<file path="src/rtl/fp_tap_accumulator.sv">
// Accumulates TAPS single-precision products per window through an external
// combinational FP adder, then presents the window sum with sticky flags.
module fp_tap_accumulator #(
    parameter int TAPS = 9
) (
    input  logic        clk,
    input  logic        rst,
    input  logic        clr,
    input  logic        in_valid,
    output logic        in_ready,
    input  logic [31:0] in_data,
    output logic [31:0] add_a,
    output logic [31:0] add_b,
    input  logic [31:0] add_s,
    input  logic        add_ovf,
    input  logic        add_unf,
    output logic        out_valid,
    input  logic        out_ready,
    output logic [31:0] out_data,
    output logic        out_ovf,
    output logic        out_unf
);

    localparam int CW = (TAPS > 1) ? $clog2(TAPS) : 1;
    localparam logic [CW-1:0] LAST_TAP = CW'(TAPS - 1);

    typedef enum logic {
        ACCUM,
        OUT
    } state_t;

    state_t          state;
    state_t          state_next;
    logic [31:0]     acc;
    logic [31:0]     acc_next;
    logic [CW-1:0]   tap_cnt;
    logic            ovf_s;
    logic            unf_s;
    logic            ovf_next;
    logic            unf_next;
    logic            accept;
    logic            last_tap;

    assign in_ready  = (state == ACCUM);
    assign out_valid = (state == OUT);
    assign add_a     = acc;
    assign add_b     = in_data;
    assign accept    = in_valid && in_ready;
    assign last_tap  = (tap_cnt == LAST_TAP);

    always_ff @(posedge clk or posedge rst) begin
        if (rst) begin
            state <= ACCUM;
        end else begin
            state <= state_next;
        end
    end

    always_comb begin
        // NOTE: defaults first so every path assigns state_next and no latch is inferred.
        state_next = state;
        if (clr) begin
            state_next = ACCUM;
        end else begin
            case (state)
                ACCUM:   if (accept && last_tap) state_next = OUT;
                OUT:     if (out_ready) state_next = ACCUM;
                default: state_next = ACCUM;
            endcase
        end
    end

    // Zero taps are skipped and a zero accumulator is replaced, so the adder
    // (and its flags) only ever sees two non-zero operands.
    always_comb begin
        acc_next = acc;
        ovf_next = ovf_s;
        unf_next = unf_s;
        if (tap_cnt == '0) begin
            acc_next = in_data;
            ovf_next = 1'b0;
            unf_next = 1'b0;
        end else if (in_data[30:0] == 31'd0) begin
            acc_next = acc;
        end else if (acc[30:0] == 31'd0) begin
            acc_next = in_data;
        end else begin
            acc_next = add_s;
            ovf_next = ovf_s | add_ovf;
            unf_next = unf_s | add_unf;
        end
    end

    always_ff @(posedge clk or posedge rst) begin
        if (rst) begin
            acc      <= 32'h0000_0000;
            tap_cnt  <= '0;
            ovf_s    <= 1'b0;
            unf_s    <= 1'b0;
            out_data <= 32'h0000_0000;
            out_ovf  <= 1'b0;
            out_unf  <= 1'b0;
        end else if (clr) begin
            acc     <= 32'h0000_0000;
            tap_cnt <= '0;
            ovf_s   <= 1'b0;
            unf_s   <= 1'b0;
        end else if (accept) begin
            acc     <= acc_next;
            ovf_s   <= ovf_next;
            unf_s   <= unf_next;
            tap_cnt <= last_tap ? '0 : tap_cnt + 1'b1;
            if (last_tap) begin
                out_data <= acc_next;
                out_ovf  <= ovf_next;
                out_unf  <= unf_next;
            end
        end
    end

endmodule

</file>
<file path="config.mk">
export PLATFORM = sky130hd
export DESIGN_NAME = fp_tap_accumulator
export DESIGN_NICKNAME = d
export VERILOG_FILES = /design/src/rtl/fp_tap_accumulator.sv
export SDC_FILE = /design/constraint.sdc
export NUM_CORES = 1
export LEC_CHECK = 0
export BUFFER_PORTS_ARGS = -buffer_cell sky130_fd_sc_hd__buf_2
export CAP_MARGIN = 20
export CORE_AREA = 2 2 86 105
export CTS_CLUSTER_DIAMETER = 50
export CTS_CLUSTER_SIZE = 30
export DETAILED_ROUTE_END_ITERATION = 10
export DIE_AREA = 0 0 88 107
export GPL_ROUTABILITY_DRIVEN = 0
export GPL_TIMING_DRIVEN = 0
export HOLD_SLACK_MARGIN = 0.05
export PLACE_DENSITY = 0.84
export RECOVER_POWER = 100
export SLEW_MARGIN = 20
export SYNTH_ARGS = -nofsm -noshare
export SYNTH_HDL_FRONTEND = slang
export SYNTH_SLANG_ARGS = --single-unit
</file>
<file path="constraint.sdc">
create_clock -name clk -period 6.72 [get_ports clk]
set_clock_uncertainty 0.1 [all_clocks]
set_input_delay 1.68 -clock clk [delete_from_list [all_inputs] [get_ports clk]]
set_output_delay 1.68 -clock clk [all_outputs]
set_load 0.005 [all_outputs]
</file>
==> flow_summary.toml, run 1 <==
[routing]
firstDrtPassIters = 5
wirelength_mm = 13.9
drt_iter0_drc = 400
routed_via_density = 5.72
via_count = 4618
wl_per_cell_microns = 17.3
ant_nets = 0
route.detailed.drc = 0

[status]
status = "complete, but fails checks"
violations = "capacitance limit, slew limit"

[cts]
clkLatencyLatePin_ns = 0.35
clock-sinks = 73
cts_root_buffer = "clkbuf_8"
path_clk_slew_ns = 0.07
clockBufferDepth = 2
cts.hold.buffers_added = 0
cts_buffers = 9
post_cts_buffers = 0
htree_levels = 3
cts_tree = "built"
cts_resized = 0

[sta]
max_slew.worst_pin.slew_ns = 2.19
hold_viol_final = 0
setup_violations = 0
fin_crit_ns = 4.35
rsz0062_at_grt = "no"
finalCritPeriodShare = 0.648
drv_slew = 41
setup_tns_ns = 0
max_slew_margin = -0.458
fmax_mhz = 230

[job]
maxCapViolCount = 1

[critical_path]
r2r_end = "add_a[24]$_DFFE_PP0P_"
crit_required_ns = 6.63
cp_max_fo = 40
crit_end = "out_data[27]$_DFFE_PP0P_"
r2r_slack_ns = 4.13
cp.arrival_ns = 4.26
startpoint_type = "input port"
end_kind = "asynchronous set/reset pin"
reg2reg_depth = 7
critPathLaunch = "rst"
r2r_start = "add_a[7]$_DFFE_PP0P_"
worstSetupPathType = "input port to asynchronous set/reset pin"

[power_and_ir_drop]
p_sw_mw = 0.313
powerDensity_mw_per_mm2 = 200
p_clk_frac = 0.366
peakVddDrop_v = 0.000147
p_leak_nw = 2.57
intPower_mw = 0.768
pwr-share-seq = 0.443
finalPower_mw = 1.08
power_frac_comb = 0.191
switching_share = 0.289

[die]
dieHeight_microns = 107
dieArea_sq_mm = 0.00942
top_level_ports = 171
start_util = 0.518
rows = 37
die_x_microns = 88
coreArea_sq_mm = 0.00838

[cells_and_area]
regArea_sq_mm = 0.00183
nets = 758
synthToLayoutAreaGrowth_pct = 24.8
multiInputGateArea_sq_mm = 0.00191
diodes = 0
layout_common_cells = "105 x buf_2, 103 x clkbuf_1, 97 x o31ai_1"
final_area_sq_mm = 0.00542
final_common_cell = "buf_2"
fill_cells = 797
layout-drive-gt1-share = 0.232

[global_route]
grt_pass1_wl_mm = 21.3
grt_pass1_vias = 4431
grt_max_degree = 41
antenna_found_initial = 0
grt_overflow = 0
grtUsageTotal = 0.292

[synth]
yosys.area.top_type_share = 0.421
syn_area_per_cell_sq_um = 8.61
synth_area_sq_mm = 0.00434
synth_cell_types = 27
synth_seq_cells = 73
syn_nets = 577
synthTopCellsByArea = "dfrtp_1 42%, o31ai_1 17%, nand2_1 6.5%"
synth_edf_count = 0
synth-seq-area-share = 0.421
async_flop_share = 1.00
yosys.area.top_type = "dfrtp_1"
ys_dominant_reg_cell = "dfrtp_1"
syn_inst = 504
synth_warnings = 0

[min_path]
hp-class = "flip-flop to flip-flop"

[place]
dpl-instance-area_sq_mm = 0.00536
dpl.hpwl_mm = 10.5
io_buffers = 169
registers in the layout, summed over array words and instances (netlist names):
name,flops
out_valid,1
out_data,32
tap_cnt,4
ovf_s,1
unf_s,1
out_ovf,1
out_unf,1
add_a,32
routing by layer:
metal  GRT usage  routed length, microns  vias to the layer above
li1            -                       -                     2142
met1       0.366                    5420                     2172
met2       0.486                    6950                      268
met3      0.0539                    1210                       36
met4       0.125                     364                        0
met5           0                       0                        -
power by group through the flow:
stage / Sequential, mW / Clock (mW) / Combinational (mW)
after floorplan: 0.482 / 0 / 0.125
final: 0.479 / 0.396 / 0.207
after detailed placement: 0.486 / 0 / 0.214
after global placement: 0.485 / 0 / 0.208
after CTS: 0.477 / 0.397 / 0.216
after global routing: 0.481 / 0.417 / 0.228
worst max-delay path, stage by stage:
cell	delay [ns]
buf_2	0.10
clkinvlp_2	0.82
clkbuf_1	1.63
Yosys cell counts (all sizes together), types with 2 or more instances:
| cell type | n |
|---|---|
| clkbuf | 27 |
| nor3 | 6 |
| nor4 | 14 |
| a41oi | 2 |
| nor2 | 6 |
| nand4 | 2 |
| and4 | 2 |
| buf | 49 |
| dfrtp | 73 |
| nand2b | 2 |
| o21ai | 4 |
| nand2 | 75 |
| inv | 36 |
| a31oi | 2 |
| o31ai | 97 |
| ha | 2 |
| a21o | 32 |
| a21oi | 68 |
per-stage QoR:
step            util  hold WS [ns]  std cells  setup WS [ns]
6_report       0.647         0.380        807           2.37
2_1_floorplan      -         0.373        504           3.09
3_3_place_gp   0.637         0.360        790           2.26
4_1_cts        0.667         0.383        807           2.89
3_5_place_dp   0.639         0.365        791           2.84
5_1_grt        0.647         0.395        807           1.73
kinds of logic (layout without fill, tap and decap cells):
group / Yosys count / in the layout / share of synthesized area
AOI/OAI and AO/OA: 206 / 206 / 0.330
adders and majority gates: 2 / 2 / 0.00576
buffers and inverters: 112 / 298 / 0.130
DFF: 73 / 73 / 0.421
and+or+nand+nor: 111 / 111 / 0.114
final cells by class:
type,count,share of cell area
Timing Repair Buffer,170,0.140
Tap cell,117,0.0270
Buffer,76,0.0764
Clock inverter,5,0.0143
Sequential cell,73,0.337
Clock buffer,11,0.0279
Inverter,36,0.0252
Multi-Input combinational cell,319,0.352
worst min-delay path by stage:
stage | slack [ns] | startpoint | cells after the start | end
final | 0.38 | out_data[4]$_DFFE_PP0P_ | 2 | out_data[4]$_DFFE_PP0P_
after global routing | 0.39 | out_data[5]$_DFFE_PP0P_ | 2 | out_data[5]$_DFFE_PP0P_
after CTS | 0.38 | out_data[31]$_DFFE_PP0P_ | 2 | out_data[31]$_DFFE_PP0P_
after detailed placement | 0.37 | out_data[31]$_DFFE_PP0P_ | 2 | out_data[31]$_DFFE_PP0P_
after global placement | 0.36 | out_data[8]$_DFFE_PP0P_ | 2 | out_data[8]$_DFFE_PP0P_
after floorplan | 0.37 | out_data[0]$_DFFE_PP0P_ | 2 | out_data[0]$_DFFE_PP0P_
No activity file was read; power rests on OpenSTA's default activity.
==> inputs of run 2 (changes only) <==
CORE_AREA = 2 2 93 113   (was 2 2 86 105)
DIE_AREA = 0 0 95 115   (was 0 0 88 107)
PLACE_DENSITY = 0.77   (was 0.84)
clock period = 3.85 ns   (was 6.72 ns; I/O delays follow)
==> flow_summary.toml, run 2 (same netlist as run 1, synthesis figures left out) <==
[sta]
max_slew_margin = 0.165
setup_tns_ns = 0
setup_violations = 0
rsz0062_at_grt = "no"
fmax_mhz = 309
max_slew.worst_pin.slew_ns = 1.25
finalCritPeriodShare = 0.841
drv_slew = 0
fin_crit_ns = 3.24
hold_viol_final = 0

[cts]
cts_tree = "built"
clock-sinks = 73
cts_resized = 0
clkLatencyLatePin_ns = 0.34
post_cts_buffers = 0
path_clk_slew_ns = 0.06
cts.hold.buffers_added = 0
cts_buffers = 9
htree_levels = 3
clockBufferDepth = 2
cts_root_buffer = "clkbuf_16"

[die]
top_level_ports = 171
coreArea_sq_mm = 0.00986
dieHeight_microns = 115
dieArea_sq_mm = 0.0109
die_x_microns = 95
rows = 40
start_util = 0.440

[routing]
via_count = 4670
ant_nets = 0
wl_per_cell_microns = 18.0
wirelength_mm = 14.7
drt_iter0_drc = 274
routed_via_density = 5.72
route.detailed.drc = 0
firstDrtPassIters = 5

[min_path]
hp-class = "flip-flop to flip-flop"

[status]
status = "completed"

[power_and_ir_drop]
switching_share = 0.271
pwr-share-seq = 0.390
p_leak_nw = 2.62
p_clk_frac = 0.440
peakVddDrop_v = 0.000212
intPower_mw = 1.56
powerDensity_mw_per_mm2 = 388
power_frac_comb = 0.170
p_sw_mw = 0.583

[cells_and_area]
final_common_cell = "clkbuf_1"
diodes = 0
layout-drive-gt1-share = 0.229
synthToLayoutAreaGrowth_pct = 27.5
nets = 758
final_util = 0.562
layout_common_cells = "104 x clkbuf_1, 103 x buf_2, 97 x o31ai_1"

[global_route]
grt_pass1_vias = 4408
grtUsageTotal = 0.270
grt_overflow = 0
grt_max_degree = 51
grt_pass1_wl_mm = 22.4
antenna_found_initial = 0

[critical_path]
crit_required_ns = 3.99
cp_max_fo = 10
cp.arrival_ns = 3.37
startpoint_type = "input port"
worstSetupPathType = "input port to flip-flop"
end_kind = "flip-flop"

[place]
io_buffers = 169
dpl.hpwl_mm = 10.8

[job]
maxCapViolCount = 0
==> run 2: cell types whose count changed in the layout (fill, tap and decap cells not counted), sizes merged <==
cell      change
clkbuf        +2
buf           -1
clkinvlp      -1
==> run 2: layer usage <==
metal	share of wire	GRT usage	wire [microns]
met1	0.39	0.343	5730
met2	0.51	0.448	7440
met3	0.085	0.0609	1250
met4	0.019	0.101	284
met5	0	0	0
==> run 2: critical path: stages <==
cell and delay (ns):
clkbuf_1 0.11, nor4_1 0.44, nand4_1 0.38, o211ai_1 0.52, clkbuf_1 0.47, a21oi_1 0.19, o31ai_1 0.29
==> run 2: metrics by stage <==
stage / cells / instance area (sq um) / total power, mW / hold WS, ns / setup slack (ns)
floorplan: 504 / 4340 / 1.06 / 0.373 / 0.934
global placement: 799 / 5350 / 1.21 / 0.363 / 0.0319
detailed placement: 800 / 5380 / 1.23 / 0.365 / 0.600
CTS: 816 / 5720 / 2.16 / 0.377 / 0.936
global route: 816 / 5540 / 2.23 / 0.402 / 0.412
finish: 816 / 5540 / 2.15 / 0.373 / 0.613
==> run 2: cell type report <==
class / count / area, sq um
fillers: 966 / 4320
clock inverters: 4 / 73.8
inverters: 36 / 136
flip-flops and latches: 73 / 1830
repair buffers: 170 / 762
multi-input cells: 319 / 1890
plain buffers: 76 / 419
clock buffers: 12 / 267
well taps: 126 / 158
==> run 2: power by group through the flow <==
stage               Sequential (mW)  Combinational [mW]  Clock [mW]
floorplan                     0.842               0.218           0
global placement              0.847               0.368           0
detailed placement            0.848               0.380           0
CTS                           0.835               0.382       0.946
global route                  0.840               0.400       0.994
finish                        0.837               0.364       0.946
==> run 2: final timing paths <==
check                                         from                       end  slack (ns)  cells after the start
min in group asynchronous                      rst  out_data[15]$_DFFE_PP0P_        0.71                      2
max in group asynchronous                      rst      add_a[3]$_DFFE_PP0P_        1.24                      3
max reg2reg                   add_a[7]$_DFFE_PP0P_   out_data[8]$_DFFE_PP0P_        1.42                      7
min                        out_data[5]$_DFFE_PP0P_   out_data[5]$_DFFE_PP0P_        0.37                      2
max                                    in_data[11]   out_data[8]$_DFFE_PP0P_        0.61                      7
min reg2reg                out_data[5]$_DFFE_PP0P_   out_data[5]$_DFFE_PP0P_        0.37                      2
